File: src/rtl/fir_ctrl_pkg.sv
// Shared definitions for the FIR coefficient scheduler: sizing defaults, FSM encoding
// and the sample-counter wrap helper.
package fir_ctrl_pkg;

  localparam int unsigned DIV_DEF     = 40;
  localparam int unsigned NUM_TAP_DEF = 12;
  localparam int unsigned COEFF_W_DEF = 16;
  localparam int unsigned NUM_SECT    = 4;

  typedef enum logic [1:0] {
    ST_IDLE = 2'd0,
    ST_RUN  = 2'd1,
    ST_PEND = 2'd2
  } fir_state_e;

  function automatic logic [7:0] cnt_wrap(input logic [7:0] cnt, input logic [7:0] last);
    return (cnt == last) ? '0 : cnt + 8'd1;
  endfunction

endpackage

File: src/rtl/fir_strobe_gen.sv
// Sample-phase counter with a registered one-cycle strobe that is high while the
// counter sits at DIV-1.
module fir_strobe_gen
  import fir_ctrl_pkg::*;
#(
  parameter int unsigned DIV = DIV_DEF
) (
  input  logic iClk_12M,
  input  logic iRsn,
  input  logic run,
  input  logic clear,
  output logic strobe,
  output logic last
);

  localparam logic [7:0] LAST = 8'(DIV - 1);

  logic [7:0] cnt_q;
  logic [7:0] cnt_nxt;

  always_comb begin
    cnt_nxt = cnt_q;
    if (clear)
      cnt_nxt = '0;
    else if (run)
      cnt_nxt = cnt_wrap(cnt_q, LAST);
  end

  // Strobe is registered from the next count so it lines up with counter == DIV-1.
  always_ff @(posedge iClk_12M or negedge iRsn) begin
    if (!iRsn) begin
      cnt_q  <= '0;
      strobe <= 1'b0;
    end else begin
      cnt_q  <= cnt_nxt;
      strobe <= (cnt_nxt == LAST);
    end
  end

  assign last = (cnt_q == LAST);

endmodule

File: src/rtl/fir_coeff_sched_ctrl.sv
// FIR datapath controller: sample strobe, datapath enables and a double-buffered
// coefficient bank swapped only on a sample boundary.
module fir_coeff_sched_ctrl
  import fir_ctrl_pkg::*;
#(
  parameter int unsigned DIV     = DIV_DEF,
  parameter int unsigned NUM_TAP = NUM_TAP_DEF,
  parameter int unsigned COEFF_W = COEFF_W_DEF
) (
  input  logic                       iClk_12M,
  input  logic                       iRsn,
  input  logic                       iEnFilter,
  input  logic                       iCoeffWr,
  input  logic [3:0]                 iCoeffAddr,
  input  logic [COEFF_W-1:0]         iCoeffData,
  input  logic                       iCommit,
  input  logic                       iClrErr,
  output logic                       oEnSample_300k,
  output logic [NUM_SECT-1:0]        oEnMul,
  output logic                       oEnAdd,
  output logic                       oEnAcc,
  output logic [NUM_TAP*COEFF_W-1:0] oCoeff,
  output logic                       oBusy,
  output logic                       oWrErr
);

  localparam int unsigned BANK_W = NUM_TAP * COEFF_W;

  fir_state_e        state_q;
  logic [BANK_W-1:0] shadow_q;
  logic [BANK_W-1:0] shadow_nxt;
  logic [BANK_W-1:0] active_q;
  logic              wr_ok;
  logic              wr_bad;
  logic              smp_last;
  logic              smp_strobe;

  assign wr_ok  = iCoeffWr && (32'(iCoeffAddr) < NUM_TAP) && (state_q != ST_PEND);
  assign wr_bad = iCoeffWr && !wr_ok;

  // Shadow including this cycle's write, so a same-cycle commit picks it up.
  always_comb begin
    shadow_nxt = shadow_q;
    for (int unsigned k = 0; k < NUM_TAP; k++) begin
      if (wr_ok && (32'(iCoeffAddr) == k))
        shadow_nxt[k*COEFF_W +: COEFF_W] = iCoeffData;
    end
  end

  always_ff @(posedge iClk_12M or negedge iRsn) begin
    if (!iRsn)
      shadow_q <= '0;
    else
      shadow_q <= shadow_nxt;
  end

  always_ff @(posedge iClk_12M or negedge iRsn) begin
    if (!iRsn)
      oWrErr <= 1'b0;
    else if (wr_bad)
      oWrErr <= 1'b1;
    else if (iClrErr)
      oWrErr <= 1'b0;
  end

  fir_strobe_gen #(
    .DIV(DIV)
  ) u_strobe (
    .iClk_12M (iClk_12M),
    .iRsn     (iRsn),
    .run      (state_q != ST_IDLE),
    .clear    (!iEnFilter),
    .strobe   (smp_strobe),
    .last     (smp_last)
  );

  // Next state is non-IDLE exactly when iEnFilter is high, so the enables follow it directly.
  always_ff @(posedge iClk_12M or negedge iRsn) begin
    if (!iRsn) begin
      state_q  <= ST_IDLE;
      active_q <= '0;
      oBusy    <= 1'b0;
      oEnMul   <= '0;
      oEnAdd   <= 1'b0;
      oEnAcc   <= 1'b0;
    end else begin
      oEnMul <= {NUM_SECT{iEnFilter}};
      oEnAdd <= iEnFilter;
      oEnAcc <= iEnFilter;
      case (state_q)
        ST_IDLE: begin
          if (iCommit)
            active_q <= shadow_nxt;
          if (iEnFilter)
            state_q <= ST_RUN;
        end
        ST_RUN: begin
          if (!iEnFilter) begin
            if (iCommit)
              active_q <= shadow_nxt;
            state_q <= ST_IDLE;
          end else if (iCommit) begin
            state_q <= ST_PEND;
            oBusy   <= 1'b1;
          end
        end
        ST_PEND: begin
          if (!iEnFilter || smp_last) begin
            active_q <= shadow_nxt;
            oBusy    <= 1'b0;
            state_q  <= iEnFilter ? ST_RUN : ST_IDLE;
          end
        end
        default: begin
          state_q <= ST_IDLE;
          oBusy   <= 1'b0;
        end
      endcase
    end
  end

  assign oEnSample_300k = smp_strobe;
  assign oCoeff         = active_q;

endmodule

File: config.mk
export PLATFORM = sky130hd
export DESIGN_NAME = fir_coeff_sched_ctrl
export DESIGN_NICKNAME = d
export VERILOG_FILES = /design/src/rtl/fir_ctrl_pkg.sv /design/src/rtl/fir_strobe_gen.sv /design/src/rtl/fir_coeff_sched_ctrl.sv
export SDC_FILE = /design/constraint.sdc
export NUM_CORES = 1
export LEC_CHECK = 0
export CAP_MARGIN = 20
export CORE_MARGIN = 2
export CORE_UTILIZATION = 35
export CTS_BUF_LIST = sky130_fd_sc_hd__clkbuf_2 sky130_fd_sc_hd__clkbuf_4 sky130_fd_sc_hd__clkbuf_8
export DETAILED_ROUTE_END_ITERATION = 16
export GPL_TIMING_DRIVEN = 0
export HOLD_SLACK_MARGIN = 0.08
export SKIP_CTS_REPAIR_TIMING = 1
export SLEW_MARGIN = 5
export SYNTH_ARGS = -nofsm -noshare
export SYNTH_HDL_FRONTEND = slang
export SYNTH_HIERARCHICAL = 1
export SYNTH_SLANG_ARGS = --single-unit
File: constraint.sdc
create_clock -name iClk_12M -period 5.5 [get_ports iClk_12M]
set_clock_uncertainty 0.1 [all_clocks]
set_input_delay 1.1 -clock iClk_12M [delete_from_list [all_inputs] [get_ports iClk_12M]]
set_output_delay 1.1 -clock iClk_12M [all_outputs]
set_load 0.005 [all_outputs]
==> impl_metrics.tcl, run 1 <==
set metrics [dict create \
    finalSetupTns_ns 0 \
    yosysTopAreaCell "dfrtp_1" \
    power.internal_mw 7.10 \
    grt_pass1_wl_mm 57.8 \
    crit_arrival_ns 3.64 \
    design_area_mm2 0.0199 \
    worstPathMaxFanout 10 \
    synth_area_leaders "dfrtp_1 (65%), mux2_2 (27%), mux2_4 (2.0%)" \
    hold_viol 0 \
    postRouteAntennaNets 0 \
    fp.dieH_um 213 \
    synthToLayoutAreaGrowth_pct 30.0 \
    yosys_register_bits 398 \
    cts_tree "built" \
    die_w_um 213 \
    io_pins 227 \
    fin_nets 1261 \
    cts_buffers 70 \
    first_pass_iters 4 \
    dieArea_mm2 0.0455 \
    finalCritPeriodShare_pct 59.3 \
    grt_pass1_vias 9255 \
    grt_usage_pct 17.4 \
    fillers 3923 \
    antenna_found_initial 0 \
    path_class "in2reg" \
    drt_iter0_markers 340 \
    via_per_inst 4.64 \
    gp_congestion 0.756 \
    dp_hpwl_mm 25.9 \
    routed_wirelength_mm 38.5 \
    power_density_mw_per_mm2 480 \
    max_cap_viol_count 0 \
    yosys_warnings 6 \
    switching_share_pct 25.6 \
    grt_max_degree 105 \
    timing.hold.ws_ns 0.380 \
    portBuffers 224 \
    cts.path.max_buffers 3 \
    min_path_type "reg2reg" \
    drv_slew 0 \
    rsz0062_at_grt "false" \
    layout_common_cells "dfrtp_1 (398), mux2_2 (363), clkdlybuf4s50_1 (223)" \
    yosysSeqAreaShare_pct 65.0 \
    drc 0 \
    layout_commonest_cell "dfrtp_1" \
    regArea_mm2 0.00996 \
    clk_latency_ns 0.60 \
    worst_pin_slew_ns 1.05 \
    relSlewSlack_pct 29.8 \
    syn_area_mm2 0.0153 \
    setup_viol 0 \
    multiInputGateArea_mm2 0.00500 \
    pwr-share-seq_pct 44.4 \
    grt_remaining_overflow 0 \
    fp-row-count 76 \
    path_clk_slew_ns 0.05 \
    coreArea_mm2 0.0432 \
    p_clk_share_pct 29.0 \
    power.switching_mw 2.45 \
    initial_core_util_pct 35.5 \
    post-place-ws_ns 1.60 \
    syn_avg_cell_area_um2 16.5 \
    worst_slack_ns 2.24 \
    drive_above_1_share_pct 44.6 \
    outcome "finished, final reports clean" \
    total_leakage_power_nw 8.90 \
    syn_inst 927 \
    wl_per_cell_um 20.7 \
    syn_nets 955 \
    crit_required_ns 5.88 \
    yosys.area.top_type_share_pct 65.0 \
    cts_root_buffer "clkbuf_8" \
    cts.sinks 398 \
    setup.worst_path.start_class "primary input" \
    vdd_drop_max_v 0.000225 \
    fmax_mhz 307 \
    end_kind "flip-flop" \
    comb_power_share_pct 26.6 \
    ys_types 44 \
    placed_area_mm2 0.0185 \
    cts_max_level 3 \
    via_count 8642 \
    fin_crit_ns 3.26 \
]
[final timing paths]
| path | end | slack (ns) | cells after the start | start |
|---|---|---|---|---|
| worst max-delay path | oCoeff[61] | 2.24 | 6 | iCoeffAddr[3] |
| min in group asynchronous | shadow_q[17] | 0.41 | 1 | iRsn |
| max in group asynchronous | oCoeff[101] | 3.46 | 3 | iRsn |
| worst max register to register | oCoeff[172] | 2.25 | 9 | u_strobe/cnt_q[3] |
| worst min register to register | shadow_q[93] | 0.38 | 1 | shadow_q[93] |
| worst min-delay path | shadow_q[93] | 0.38 | 1 | shadow_q[93] |
[Yosys cell counts (all sizes together)]
library cell and instances:
nor2 16, nor4 1, ha 2, clkbuf 18, a21oi 5, and2 1, nor4b 3, xnor2 3
nor2b 6, nand3 2, buf 44, a41oi 1, nand4 5, a211oi 1, and3 2, nand4b 3
or2 1, or4b 1, inv 6, nand2 6, xor2 3, a21o 1, mux2 384, mux2i 2
o22ai 1, nand3b 1, nand2b 2, a2bb2oi 1, a41o 1, dfrtp 398, o21ai 1, and4bb 1
o2bb2ai 1, and4 3
[worst max-delay path: stages]
cell,delay (ns)
clkdlybuf4s50_1,0.47
nand2b_1,0.21
nor4_2,0.86
buf_4,0.35
mux2_2,0.37
mux2_2,0.26
[power groups by stage]
stage / logic (mW) / clock network (mW) / registers, mW
global route: 2.74 / 3.01 / 4.35
floorplan: 1.02 / 0 / 4.24
detailed placement: 2.58 / 0 / 4.30
global placement: 2.52 / 0 / 4.30
finish: 2.54 / 2.77 / 4.24
CTS: 2.59 / 2.88 / 4.26
[registers in the layout (all words and copies together) (netlist names)]
| register | flops |
|---|---|
| oEnAcc | 1 |
| shadow_q | 192 |
| oCoeff | 192 |
| oBusy | 1 |
| u_strobe/cnt_q | 8 |
| state_q | 2 |
| oWrErr | 1 |
| u_strobe/strobe | 1 |
[kinds of logic after synthesis]
family	Yosys count	synth area share [%]
compound gates	13	0.572
xor+xnor	6	0.343
fa+ha+maj	2	0.163
buf+inv	68	2.35
flops	398	65.0
mux	386	28.9
simple gates	54	2.69
[metrics by stage]
stage               instances  utilization, %  power, mW
finish                   1863            46.1       9.55
global route             1862            46.1       10.1
CTS                      1861            46.1       9.72
detailed placement       1745            42.8       6.87
global placement         1736            42.4       6.82
floorplan                 927               -       5.26
[layer usage]
metal | wire, µm | GRT usage (%)
met1 | 17500 | 23.6
met2 | 18000 | 27.1
met3 | 2200 | 4.24
met4 | 775 | 6.25
met5 | 0 | 0
[final cells by class]
| class | count | area share, % |
|---|---|---|
| timing repair buffer | 234 | 12.2 |
| tap | 585 | 3.68 |
| clock buffer | 108 | 6.96 |
| multi-input combinational | 461 | 25.1 |
| buffer | 62 | 1.70 |
| sequential | 398 | 50.0 |
| inverter | 6 | 0.113 |
| clock inverter | 8 | 0.245 |
| antenna | 1 | 0.0126 |
Note: power is estimated with default switching activity, not from simulation.
==> inputs of run 2 (changes only) <==
Clock period 5.5 ns to 3 ns, I/O delays scaled along.
==> run 2 against run 1 <==
Against the previous run: hold slack got worse by 0.12 ns; via count fell by 0.30%; count of clock-buffer cells in the layout did not move; combinational power rose by 84%; non-clock buffer count rose by 1; critical path depth rose by 3; register-to-register slack got worse by 2.1 ns; routed wire length barely moved; clock power rose by 83%.
==> impl_metrics.tcl, run 2 (same netlist as run 1, synthesis figures left out) <==
set metrics [dict create \
    outcome "finished, final reports clean" \
    fin_crit_ns 2.82 \
    critical_path_buf_inv_count 3 \
    routed_wirelength_mm 38.5 \
    regArea_mm2 0.00996 \
    layout_common_cells "dfrtp_1 (398), mux2_2 (363), clkdlybuf4s50_1 (223)" \
    power_density_mw_per_mm2 878 \
    io_pins 227 \
    gp_congestion 0.756 \
    drt_iter0_markers 326 \
    drive_above_1_share_pct 44.7 \
    setup_viol 0 \
    fp.dieH_um 213 \
    crit_required_ns 3.37 \
    timing.hold.ws_ns 0.265 \
    via_per_inst 4.62 \
    die_w_um 213 \
    p_clk_share_pct 29.0 \
    total_power_mw 17.5 \
    cts_buffers 70 \
    first_pass_iters 4 \
    antenna_found_initial 0 \
    design_area_mm2 0.0200 \
    dieArea_mm2 0.0455 \
    max_cap_viol_count 0 \
    cts.sinks 398 \
    worst_pin_slew_ns 1.04 \
    min_path_type "in2reg" \
    wl_per_cell_um 20.6 \
    dp_hpwl_mm 25.9 \
    grt_pass1_wl_mm 57.8 \
    cts.path.max_buffers 3 \
    grt_pass1_vias 9255 \
    finalSetupTns_ns 0 \
    cts_max_level 3 \
    worstPathMaxFanout 10 \
    fmax_mhz 354 \
    path_cells "nor2_1 -> and4bb_1 -> and3_1 -> inv_1 -> a21o_1 -> a21oi_1 -> buf_4 -> clkbuf_4 -> mux2_2" \
    critical-path-top-delay-family "buffers and inverters" \
    grt_remaining_overflow 0 \
    portBuffers 224 \
    placed_area_mm2 0.0185 \
    fp-row-count 76 \
    layout_commonest_cell "dfrtp_1" \
    path_clk_slew_ns 0.06 \
    postRouteAntennaNets 0 \
    coreArea_mm2 0.0432 \
    comb_power_share_pct 26.7 \
    rsz0062_at_grt "true" \
    grt_usage_pct 17.4 \
    multiInputGateArea_mm2 0.00500 \
    vdd_drop_max_v 0.000413 \
    cts_root_buffer "clkbuf_8" \
    setup.worst_path.start_class "flip-flop" \
    power.internal_mw 13.0 \
    cts_tree "built" \
    power.switching_mw 4.48 \
    pwr-share-seq_pct 44.4 \
    antennaDiodeCount 0 \
    slowest_delay_ns 0.45 \
    fin_cells 1863 \
    relSlewSlack_pct 30.3 \
    fillers 3927 \
    path_class "reg2reg" \
    end_kind "flip-flop" \
    hold_viol 0 \
    via_count 8616 \
    synthToLayoutAreaGrowth_pct 30.3 \
    total_leakage_power_nw 8.91 \
    drv_slew 0 \
    fin_nets 1262 \
    grt_max_degree 105 \
    crit_arrival_ns 3.19 \
    placedCellCount 1745 \
    clk_latency_ns 0.60 \
    slowest_stage "dfrtp_1" \
    drc 0 \
    switching_share_pct 25.6 \
    finalCritPeriodShare_pct 94.1 \
    initial_core_util_pct 35.5 \
]
[run 2: cell types whose count changed in the layout (fill, tap and decap cells not counted), sizes merged]
cell	previous run	this run
buf	55	42
clkbuf	126	139
diode	1	0
dlygate4sd3	0	1
[run 2: tightest hold or removal path, cell delays in order]
cell	delay, ns
clkbuf_2	0.14
inv_1	0.10
o22ai_1	0.06
[run 2: power groups by stage]
stage	combinational, mW	sequential, mW	clock [mW]
after floorplan	1.88	7.77	0
after global placement	4.62	7.89	0
after detailed placement	4.72	7.88	0
after CTS	4.75	7.80	5.28
after global routing	5.04	7.98	5.53
final	4.67	7.77	5.08
[run 2: worst paths after layout]
kind	slack, ns	end	startpoint	cells after the start
setup / recovery	0.18	oCoeff[97]	u_strobe/cnt_q[3]	9
hold / removal	0.26	oWrErr	iCoeffWr	3
setup reg to reg	0.18	oCoeff[97]	u_strobe/cnt_q[3]	9
hold reg to reg	0.38	shadow_q[93]	shadow_q[93]	1
max in group asynchronous	0.83	shadow_q[138]	iRsn	4
min in group asynchronous	0.50	shadow_q[17]	iRsn	2
[run 2: per-layer routing]
layer | vias up | global-route usage, % | share of wire, %
met3 | 57 | 4.24 | 5.5
met2 | 200 | 27.1 | 47
met4 | 0 | 6.25 | 2.0
met1 | 4480 | 23.6 | 46
met5 | - | 0 | 0
li1 | 3879 | - | -
[run 2: per-stage QoR]
| stage | utilization [%] | worst slack (ns) |
|---|---|---|
| 3_5_place_dp | 42.8 | -0.395 |
| 3_3_place_gp | 42.4 | -16.30 |
| 6_report | 46.2 | 0.176 |
| 5_1_grt | 46.2 | -0.0138 |
| 2_1_floorplan | - | 0.511 |
| 4_1_cts | 46.1 | -0.325 |
[run 2: layout make-up]
class | count | share of cell area, %
Inverter | 6 | 0.113
Buffer | 62 | 1.91
Timing Repair Buffer | 235 | 12.2
Clock inverter | 8 | 0.244
Sequential cell | 398 | 49.9
Multi-Input combinational cell | 461 | 25.0
Tap cell | 585 | 3.67
Clock buffer | 108 | 6.94
==> inputs of run 3 (changes only) <==
Settings changed: DONT_BUFFER_PORTS set to 1, GPL_TIMING_DRIVEN 0 to not set.
==> run 3 against run 2 <==
Against the previous run: flip-flop and latch count unchanged; global-route usage down 1.2 points; first-iteration DRC count up 8.9%; the run now ends with hold timing left; clock power up 0.8%; largest power group unchanged; power down 12%; fmax up 1.9%; utilization down 5.5 points; register-to-register slack better by 0.05 ns; worst setup slack better by 0.052 ns; sequential share of layout area up 6.8 points; die area unchanged; via count down 11%.
==> impl_metrics.tcl, run 3 (same netlist as run 1, synthesis figures left out) <==
set metrics [dict create \
    path_cells "nor2_1 -> and4bb_1 -> and3_1 -> inv_1 -> a21o_1 -> a21oi_4 -> buf_12 -> buf_4 -> mux2_2" \
    grt_max_degree 399 \
    critical_path_buf_inv_count 3 \
    grt_pass1_vias 8244 \
    violations "hold timing" \
    path_clk_slew_ns 0.06 \
    layout_common_cells "dfrtp_1 (398), mux2_2 (363), clkbuf_8 (86)" \
    coreArea_mm2 0.0432 \
    finalCritPeriodShare_pct 92.4 \
    die_w_um 213 \
    dp_hpwl_mm 21.5 \
    slowest_delay_ns 0.45 \
    dieArea_mm2 0.0455 \
    fillers 3997 \
    fmax_mhz 361 \
    worst_slack_ns 0.228 \
    fp.dieH_um 213 \
    outcome "complete, but fails checks" \
    crit_arrival_ns 3.17 \
    relSlewSlack_pct 20.8 \
    first_pass_iters 4 \
    worstPathMaxFanout 33 \
    fin_cells 1605 \
    drt_iter0_markers 355 \
    path_class "reg2reg" \
    portBuffers 0 \
    clk_latency_ns 0.63 \
    crit_required_ns 3.40 \
    grt_pass1_wl_mm 53.3 \
    critical-path-top-delay-family "buffers and inverters" \
    rr_startpoint "u_strobe/cnt_q[3]" \
    worst_pin_slew_ns 1.19 \
    io_pins 227 \
    fin_nets 997 \
    synthToLayoutAreaGrowth_pct 14.7 \
    drc 0 \
    via_per_inst 4.80 \
    drive_above_1_share_pct 52.6 \
    timing.hold.ws_ns -0.409 \
    crit_start "u_strobe/cnt_q[3]" \
    cts_tree "built" \
    grt_remaining_overflow 0 \
    cts_root_buffer "clkbuf_8" \
    via_count 7697 \
    regArea_mm2 0.00996 \
    max_cap_viol_count 0 \
    rsz0062_at_grt "false" \
    routed_wirelength_mm 36.8 \
    cts.sinks 398 \
    power_density_mw_per_mm2 882 \
    antenna_found_initial 4 \
    antennaDiodeCount 0 \
    grt_usage_pct 16.2 \
    cts_max_level 3 \
    wl_per_cell_um 22.9 \
    finalSetupTns_ns 0 \
    cts_buffers 71 \
    initial_core_util_pct 35.5 \
    end_kind "flip-flop" \
    hold_viol 398 \
    drv_slew 0 \
    gp_congestion 0.696 \
    fin_crit_ns 2.77 \
    postRouteAntennaNets 0 \
    multiInputGateArea_mm2 0.00502 \
    vdd_drop_max_v 0.000448 \
    placedCellCount 1462 \
    min_path_type "in2async" \
    total_leakage_power_nw 7.95 \
    post-place-ws_ns 0.190 \
    cts.path.max_buffers 3 \
    fp-row-count 76 \
    setup_viol 0 \
    layout_commonest_cell "dfrtp_1" \
    setup.worst_path.start_class "flip-flop" \
    slowest_stage "dfrtp_1" \
]
run 3: final timing paths:
check                                     to  slack, ns  cells past startpoint
setup / recovery                  oCoeff[25]       0.23                      9
hold / removal                   oCoeff[191]      -0.41                      0
max in group asynchronous      shadow_q[118]       2.26                      0
hold reg to reg                 shadow_q[93]       0.38                      1
setup reg to reg                  oCoeff[25]       0.23                      9
min in group iClk_12M      u_strobe/cnt_q[5]       0.14                      2
run 3: stage by stage:
stage	power [mW]	hold WS, ns	area (µm²)	util [%]
after global placement	10.3	0.221	15900	36.9
after global routing	16.4	-0.478	17600	40.7
after CTS	15.7	-0.494	17400	40.2
after floorplan	9.64	0.204	15300	-
final	15.5	-0.409	17600	40.7
after detailed placement	10.4	0.221	15900	36.9
run 3: cell type report:
| class | count | area share, % |
|---|---|---|
| flip-flops and latches | 398 | 56.7 |
| multi-input cells | 461 | 28.6 |
| clock buffers | 106 | 7.59 |
| well taps | 585 | 4.16 |
| repair buffers | 31 | 2.15 |
| clock inverters | 18 | 0.705 |
| inverters | 6 | 0.128 |
run 3: where the power goes:
part,internal [mW],switching (mW)
combinational,1.42,0.796
sequential,7.02,1.13
clock,2.93,2.20
total,11.4,4.12
run 3: routing by layer:
layer  global-route usage [%]  up-vias  routed length [µm]
li1                         -     3362                   -
met1                     19.5     4062               15400
met2                     25.9      222               17600
met3                     6.19       49                3030
met4                     6.97        2                 828
met5                        0        -                   8
